File: src/rtl/p0_serial_tx_if.sv
// Write-side bus between the P0 output port and the serial transmitter.
//   wr_en/wr_data : one word per high cycle, driven by the core side
//   full/count    : FIFO occupancy; count excludes the word being shifted
//   overflow      : sticky flag set when a write is dropped
interface p0_serial_tx_if #(
  parameter int DATA_W = 16,
  parameter int DEPTH  = 4
);
  localparam int CW = $clog2(DEPTH) + 1;

  logic              wr_en;
  logic [DATA_W-1:0] wr_data;
  logic              full;
  logic [CW-1:0]     count;
  logic              overflow;

  modport master (output wr_en, wr_data, input full, count, overflow);
  modport slave  (input wr_en, wr_data, output full, count, overflow);
endinterface

File: src/rtl/p0_serial_tx.sv
// P0 serial transmitter: buffers P0 writes in a DEPTH-entry FIFO and shifts
// each word out as start bit, DATA_W data bits LSB first, stop bit, with DIV
// clocks per bit. Back-to-back frames follow with no idle gap.
//   clk  : system clock (rising edge)
//   rst  : asynchronous active-low reset
//   bus  : write side (wr_en, wr_data in; full, count, overflow out)
//   busy : high whenever the framer is not idle (registered)
//   tx   : serial line, idles high (registered)
module p0_serial_tx #(
  parameter int DATA_W = 16,
  parameter int DEPTH  = 4,
  parameter int DIV    = 8
) (
  input  logic             clk,
  input  logic             rst,
  p0_serial_tx_if.slave    bus,
  output logic             busy,
  output logic             tx
);
  localparam int AW  = $clog2(DEPTH);
  localparam int CW  = AW + 1;
  localparam int DVW = $clog2(DIV);
  localparam int BW  = $clog2(DATA_W);

  typedef enum logic [1:0] {IDLE, START, DATA, STOP} state_t;

  logic [DATA_W-1:0] mem [DEPTH];
  logic [AW-1:0]     wr_ptr, rd_ptr;
  logic [CW-1:0]     count_q;
  logic              ovf_q;

  state_t            state, state_n;
  logic [DVW-1:0]    div_q, div_n;
  logic [BW-1:0]     bit_q, bit_n;
  logic [DATA_W-1:0] shift_q, shift_n;
  logic              tx_n, busy_n;
  logic              pop, push, full_w, div_last;

  // full comes from registered occupancy only, so a pop on the same edge
  // never frees room for a write that arrives while full.
  assign full_w   = (count_q == CW'(DEPTH));
  assign push     = bus.wr_en && !full_w;
  assign div_last = (div_q == DVW'(DIV - 1));

  assign bus.full     = full_w;
  assign bus.count    = count_q;
  assign bus.overflow = ovf_q;

  // ---------------- FIFO ----------------
  always_ff @(posedge clk) begin
    if (push) mem[wr_ptr] <= bus.wr_data;
  end

  always_ff @(posedge clk or negedge rst) begin
    if (!rst) begin
      wr_ptr  <= '0;
      rd_ptr  <= '0;
      count_q <= '0;
      ovf_q   <= 1'b0;
    end else begin
      if (push) wr_ptr <= wr_ptr + AW'(1);
      if (pop)  rd_ptr <= rd_ptr + AW'(1);
      case ({push, pop})
        2'b10:   count_q <= count_q + CW'(1);
        2'b01:   count_q <= count_q - CW'(1);
        default: count_q <= count_q;
      endcase
      if (bus.wr_en && full_w) ovf_q <= 1'b1;
    end
  end

  // ---------------- framer FSM ----------------
  always_ff @(posedge clk or negedge rst) begin
    if (!rst) begin
      state   <= IDLE;
      div_q   <= '0;
      bit_q   <= '0;
      shift_q <= '0;
      tx      <= 1'b1;
      busy    <= 1'b0;
    end else begin
      state   <= state_n;
      div_q   <= div_n;
      bit_q   <= bit_n;
      shift_q <= shift_n;
      tx      <= tx_n;
      busy    <= busy_n;
    end
  end

  always_comb begin
    state_n = state;
    div_n   = div_q;
    bit_n   = bit_q;
    shift_n = shift_q;
    pop     = 1'b0;
    case (state)
      IDLE: begin
        div_n = '0;
        if (count_q != '0) begin
          pop     = 1'b1;
          shift_n = mem[rd_ptr];
          bit_n   = '0;
          state_n = START;
        end
      end
      START: begin
        div_n = div_last ? '0 : div_q + DVW'(1);
        if (div_last) begin
          bit_n   = '0;
          state_n = DATA;
        end
      end
      DATA: begin
        div_n = div_last ? '0 : div_q + DVW'(1);
        if (div_last) begin
          shift_n = shift_q >> 1;
          if (bit_q == BW'(DATA_W - 1)) state_n = STOP;
          else                          bit_n   = bit_q + BW'(1);
        end
      end
      STOP: begin
        div_n = div_last ? '0 : div_q + DVW'(1);
        if (div_last) begin
          // Chain straight into the next frame when a word is waiting.
          if (count_q != '0) begin
            pop     = 1'b1;
            shift_n = mem[rd_ptr];
            bit_n   = '0;
            state_n = START;
          end else begin
            state_n = IDLE;
          end
        end
      end
      default: state_n = IDLE;
    endcase
  end

  // Registered outputs are derived from the next state so tx/busy line up
  // with the state they describe.
  always_comb begin
    case (state_n)
      START:   tx_n = 1'b0;
      DATA:    tx_n = shift_n[0];
      default: tx_n = 1'b1;
    endcase
    busy_n = (state_n != IDLE);
  end
endmodule

File: src/flat_wrapper.sv
// flat-port wrapper written by rule: the top's interface ports become plain ports
module p0_serial_tx_flat 
#(
  parameter int DATA_W = 16,
  parameter int DEPTH  = 4,
  parameter int DIV    = 8
)
  (clk, rst, busy, tx, bus_wr_en, bus_wr_data, bus_full, bus_count, bus_overflow);
  p0_serial_tx_if #(.DATA_W(DATA_W), .DEPTH(DEPTH)) bus_i ();
  input  logic clk;
  input  logic rst;
  output logic busy;
  output logic tx;
  input wire logic [$bits(bus_i.wr_en)-1:0] bus_wr_en;
  input wire logic [$bits(bus_i.wr_data)-1:0] bus_wr_data;
  output wire logic [$bits(bus_i.full)-1:0] bus_full;
  output wire logic [$bits(bus_i.count)-1:0] bus_count;
  output wire logic [$bits(bus_i.overflow)-1:0] bus_overflow;
  assign bus_i.wr_en = bus_wr_en;
  assign bus_i.wr_data = bus_wr_data;
  assign bus_full = bus_i.full;
  assign bus_count = bus_i.count;
  assign bus_overflow = bus_i.overflow;
  p0_serial_tx #(.DATA_W(DATA_W), .DEPTH(DEPTH), .DIV(DIV)) u_core (.clk(clk), .rst(rst), .bus(bus_i), .busy(busy), .tx(tx));
endmodule
File: config.mk
export PLATFORM = sky130hd
export DESIGN_NAME = p0_serial_tx_flat
export DESIGN_NICKNAME = d
export VERILOG_FILES = /design/src/rtl/p0_serial_tx_if.sv /design/src/rtl/p0_serial_tx.sv /design/src/flat_wrapper.sv
export SDC_FILE = /design/constraint.sdc
export NUM_CORES = 1
export LEC_CHECK = 0
export CORE_UTILIZATION = 50
export CTS_CLUSTER_SIZE = 10
export DETAILED_ROUTE_END_ITERATION = 12
export HOLD_SLACK_MARGIN = 0.1
export PLACE_DENSITY = 0.8
export SLEW_MARGIN = 20
export SYNTH_ARGS = -nofsm -noshare
export SYNTH_HDL_FRONTEND = slang
export SYNTH_SLANG_ARGS = --single-unit
File: constraint.sdc
create_clock -name clk -period 2.5 [get_ports clk]
set_input_delay 0.5 -clock clk [delete_from_list [all_inputs] [get_ports clk]]
set_output_delay 0.5 -clock clk [all_outputs]
set_load 0.02 [all_outputs]
# [Yosys cells after proc, flatten, opt, wreduce, memory -nomap -nowiden]
# Memory sizes are Yosys's and may differ from the RTL's.
# Cells that the tools add are included.
[totals] n_memories=1 mem_bits_rw=64 ff_bits=35 in_bits=19 word_cells=69
[op_classes] n_eq_ne=14 n_reduce_logical=11 n_addsub=6 n_mux=26
[memory_table] memory="u_core.mem" depth=4 word_bits=16 read_ports=1 rd_ports_with_merged_regs=0 wr=1 line_no="p0_serial_tx.sv:27" rtl="logic [DATA_W-1:0] mem [DEPTH];"
[ops] operator="two-way mux 16 bit" count=3
[ops] operator="one-hot mux 16 bit (3 select lines)" count=1
[ops] operator="two-way mux 4 bit" count=5
[ops] operator="one-hot mux 4 bit (4 select lines)" count=1
[ops] operator="one-hot mux 3 bit (2 select lines)" count=2
[ops] operator="two-way mux 2 bit" count=5
[ops] operator="equality test 2 bit (second input constant)" count=4
[ops] operator="one-hot mux 2 bit (4 select lines)" count=1
[ops] operator="adder 3 x 1 -> 3 bit (second input constant)" count=2
[ops] operator="equality test 2 x 1 -> 1 bit (second input constant)" count=3
[ops] operator="equality test 3 bit (second input constant)" count=2
[ops] operator="inequality test 2 x 1 -> 1 bit (second input constant)" count=3
[ops] operator="nonzero test 3 bit" count=2
[ops] operator="two-way mux 1 bit" count=5
[ops] operator="adder 2 x 1 -> 2 bit (second input constant)" count=2
[ops] operator="adder 4 x 1 -> 4 bit (second input constant)" count=1
[ops] operator="equality test 4 bit (second input constant)" count=1
[ops] operator="one-hot mux 1 bit (2 select lines)" count=2
[ops] operator="AND reduction 4 bit" count=1
[ops] operator="nonzero test 2 bit" count=2
[ops] operator="two-way mux 3 bit" count=1
[ops] operator="AND reduction 3 bit" count=1
[ops] operator="OR reduction 3 bit" count=1
[ops] operator="subtractor 3 x 1 -> 3 bit (second input constant)" count=1
[ops] operator="4 further kinds" count=5

# [Depth between registers and ports, before layout]
[depth] word_depth=6 ltp_mapped=11

# [Least setup slack after synthesis]
# No wires, ideal clock.
[synth_timing] path_type="flip-flop to flip-flop" start="register u_core.count_q[0], in the netlist u_core.bus.count[0]" end="register u_core.count_q[2], in the netlist u_core.bus.count[2]" slack_ps=233 setup_time_ps=80 arrival_time_ps=2187 required_ps=2420 stages_incl_launch_ff=12 path_cell_list="dfrtp_1 > inv_1 > and3_1 > nor2b_1 > clkbuf_1 > inv_1 > ha_1 > inv_1 > fa_1 > xor2_1 > nor2_1 > xor2_1"
[synth_lines] item="from (decl)" line_no="p0_serial_tx.sv:29" rtl="logic [CW-1:0] count_q;"
[synth_lines] item="from (signal assigned)" line_no="p0_serial_tx.sv:64" rtl="2'b10: count_q <= count_q + CW'(1);"
[synth_lines] item="from (signal assigned)" line_no="p0_serial_tx.sv:65" rtl="2'b01: count_q <= count_q - CW'(1);"
[synth_lines] item="from (signal assigned)" line_no="p0_serial_tx.sv:66" rtl="default: count_q <= count_q;"
[synth_lines] item="equality test 3 bit (*)" line_no="p0_serial_tx.sv:41" rtl="assign full_w = (count_q == CW'(DEPTH));"
[synth_lines] item="net bus_full" line_no="flat_wrapper.sv:16" rtl="output wire logic [$bits(bus_i.full)-1:0] bus_full;"
[synth_lines] item="logical NOT 1 bit (*)" line_no="p0_serial_tx.sv:42" rtl="assign push = bus.wr_en && !full_w;"
[synth_lines] item="logical AND 1 bit (*)" line_no="p0_serial_tx.sv:42"
[synth_lines] item="equality test 2 x 1 -> 1 bit / equality test 2 bit (equally long branches)" line_no="p0_serial_tx.sv:63" rtl="case ({push, pop})"
[synth_lines] item="one-hot mux 3 bit (2 select lines) / nonzero test 2 bit (equally long branches)"
# Mark *: on every way through the listed nets, which the timed path passes. The rest lies on a longest branch.
# A chain may end at the register's enable or synchronous reset.

# [Worst setup path after layout]
[layout_timing] start="register u_core.state[1]" end="register u_core.shift_q[2]"
[layout_between] elab_chain_cells=3
[layout_lines] item="from (decl)" line_no="p0_serial_tx.sv:32" rtl="state_t state, state_n;"
[layout_lines] item="from (signal assigned)" line_no="p0_serial_tx.sv:82" rtl="state <= state_n;"
[layout_lines] item="equality test 2 bit / logical NOT 2 bit (equally long branches)" line_no="p0_serial_tx.sv:97" rtl="case (state)"
[layout_lines] item="inequality test 2 x 1 -> 1 bit (no line) / nonzero test 3 bit (equally long branches)"
[layout_lines] item="AND reduction 3 bit (no line)"
[layout_lines] item="to (signal assigned)" line_no="p0_serial_tx.sv:85" rtl="shift_q <= shift_n;"
[layout_lines] item="to (decl)" line_no="p0_serial_tx.sv:35" rtl="logic [DATA_W-1:0] shift_q, shift_n;"
# Several ways; a longest one is shown, not always the timed one.

==> results_dict.tcl <==
set metrics [dict create \
    outcome "complete, no violations" \
    synth_top_area_frac 0.453 \
    cts_max_level 3 \
    ys_seq_area_frac 0.659 \
    dp_cells 396 \
    dp_hpwl_um 4720 \
    period_share 0.923 \
    peakVddDrop_v 0.000567 \
    worst_setup_path_start_kind "register" \
    synthMuxAreaShare 0.103 \
    synth_area_leader_cell "edfxtp_1" \
    grt_max_degree 36 \
    setup_viol 0 \
    grt_pass1_vias 2400 \
    final_util 0.587 \
    initial_core_util 0.517 \
    slew_headroom 0.380 \
    synth_cells 265 \
    worst_ep_required_time_ps 2770 \
    grt_pass1_wl_um 11900 \
    worstMarginPinSlew_ps 927 \
    drive_above_1_share 0.134 \
    synth-xor-area-share 0.0124 \
    cts_root_buffer "clkbuf_8" \
    die_area_um2 8860 \
    fin_worst_hold_slack_ps 461 \
    fmaxAchievable_mhz 433 \
    place_area_um2 4640 \
    powerDensity_nw_per_um2 1090 \
    power_mw 5.27 \
    worst_slack_ps 192 \
    endpoint_kind "register" \
    synthesis.nets 298 \
    synth_compound_area_frac 0.0905 \
    viasPerCell 5.83 \
    antenna_left 0 \
    dp_slack_ps 211 \
    cp_max_fo 14 \
    vias 2403 \
    fill_cells 605 \
    wl_per_cell_um 17.5 \
    yosysWarnings 0 \
    yosysUniqueCellTypes 45 \
    synthAdderAreaFrac 0.0430 \
    dr.pass1.iters 5 \
    synthesis.area_um2 4250 \
    drc_errors 0 \
    antenna_found_initial 0 \
    synthArstFlopShare 0.354 \
    synth_top_family_by_area "multiplexers" \
    die_y_um 94.1 \
    clock_latency_ps 360 \
    port_buffers 25 \
    row_count 33 \
    path_class "register to register" \
    grt_setup_unrepaired "no" \
    final_area_um2 4820 \
    cts.sinks 99 \
    grt-ovfl-total 0 \
    tns_ps 0 \
    clk_pin_slew_ps 100 \
    synth_edf_count 64 \
    antenna_cells 0 \
    slew_viol_final 0 \
    stdcell_count 412 \
    yosys.area_share.simple 0.0619 \
    fin_worst_skew_ps 10.9 \
    synth-seq-cells 99 \
    period_minus_slack_ps 2310 \
    io-pin-count 26 \
    die_w_um 94.1 \
    syn_area_per_cell_um2 16.0 \
    globalplace.congestion 0.834 \
    hold_path_class "register to register" \
    grt_util_all_layers 0.183 \
    drtIter0Drc 289 \
    leakagePower_nw 1.81 \
    design.core.area_um2 8220 \
    netlist_top_cells_count "64 x edfxtp_1, 34 x dfrtp_1, 25 x nand2_1" \
    clockBufferDepth 2 \
    area_growth_pct 13.6 \
    yosysMostFrequentCell "edfxtp_1" \
    nNetsFinal 335 \
    synth.area.top_cells "edfxtp_1 45%, dfrtp_1 20%, mux4_1 7.4%, ha_1 3.8%, a222oi_1 3.3%" \
    numCtsBuffers 9 \
    wirelength_um 7220 \
    final_hold_viol_count 0 \
    cts_tree "built" \
    drv_cap 0 \
    crit_arrival_ps 2580 \
    ys.flop_type "edfxtp_1" \
]
-- where the power goes --
| part | leakage [nW] | total [mW] | internal, mW | switching, mW |
|---|---|---|---|---|
| Clock | 0.0852 | 0.932 | 0.375 | 0.558 |
| Sequential | 1.04 | 2.47 | 2.21 | 0.258 |
| Combinational | 0.683 | 1.87 | 0.856 | 1.02 |
| Total | 1.81 | 5.27 | 3.44 | 1.83 |
-- path summary, 6_finish.rpt --
| check | depth (start not counted) | from | end | slack (ps) |
|---|---|---|---|---|
| hold / removal | 1 | u_core.bus.overflow | u_core.bus.overflow | 460 |
| setup / recovery | 7 | u_core.state[1] | u_core.shift_q[2] | 190 |
| hold reg to reg | 1 | u_core.bus.overflow | u_core.bus.overflow | 460 |
| max in group asynchronous | 2 | rst | u_core.tx | 1630 |
| min in group asynchronous | 2 | rst | u_core.busy | 540 |
| setup reg to reg | 7 | u_core.state[1] | u_core.shift_q[2] | 190 |
-- cells in the final DEF, fill, tap and decap left out, drive strengths merged, types with 4 or more instances in the layout --
| cell type | count |
|---|---|
| dfrtp | 34 |
| nor3 | 4 |
| mux4 | 16 |
| o21ai | 20 |
| nor2 | 5 |
| edfxtp | 64 |
| nor2b | 4 |
| clkdlybuf4s50 | 25 |
| a222oi | 14 |
| inv | 13 |
| nand2 | 25 |
| clkbuf | 10 |
| and2 | 5 |
| ha | 13 |
| buf | 14 |
-- registers in the layout, indices dropped and copies added (netlist names) --
name,flops
u_core.busy,1
u_core.mem,64
u_core.shift_q,16
u_core.wr_ptr,2
u_core.bit_q,4
u_core.bus.count,3
u_core.bus.overflow,1
u_core.tx,1
u_core.rd_ptr,2
u_core.div_q,3
u_core.state,2
-- repair_timing --
item / CTS / global route
gates resized for setup: 0 / 1
setup buffers: 0 / 0
endpoints found under the setup margin: 0 / 1
hold endpoints to repair: 0 / 0
hold buffers: 0 / 0
-- routing by layer --
metal / vias to the layer above / global-route usage / part of all wire
met2: 76 / 0.300 / 0.50
li1: 1113 / - / -
met4: 0 / 0.0577 / 0.010
met5: - / 0 / 0
met1: 1205 / 0.242 / 0.45
met3: 9 / 0.0413 / 0.047
-- worst max-delay path: stages (launching register included) --
cell      delay (ps)
dfrtp_1          430
inv_1            160
ha_1             260
a21oi_2           70
buf_4            170
nor2_1           700
a222oi_1         220
o21ai_0          210
-- kinds of logic (layout without fill, tap and decap cells) --
family | count (synthesis) | count (layout)
DFF | 99 | 99
AOI/OAI and AO/OA | 52 | 52
and+or+nand+nor | 52 | 52
buffers and inverters | 23 | 65
muxes | 19 | 19
adders and majority gates | 14 | 14
xor gates and xnor gates | 6 | 6
-- area by class of cell --
class | instances | area [µm²] | share of cell area
multi-input cells | 143 | 1320 | 0.274
well taps | 105 | 131 | 0.0272
inverters | 10 | 37.5 | 0.00778
repair buffers | 39 | 355 | 0.0737
clock buffers | 10 | 128 | 0.0265
flip-flops and latches | 99 | 2800 | 0.580
clock inverters | 6 | 48.8 | 0.0101
Power figures use the tool's default switching activity.
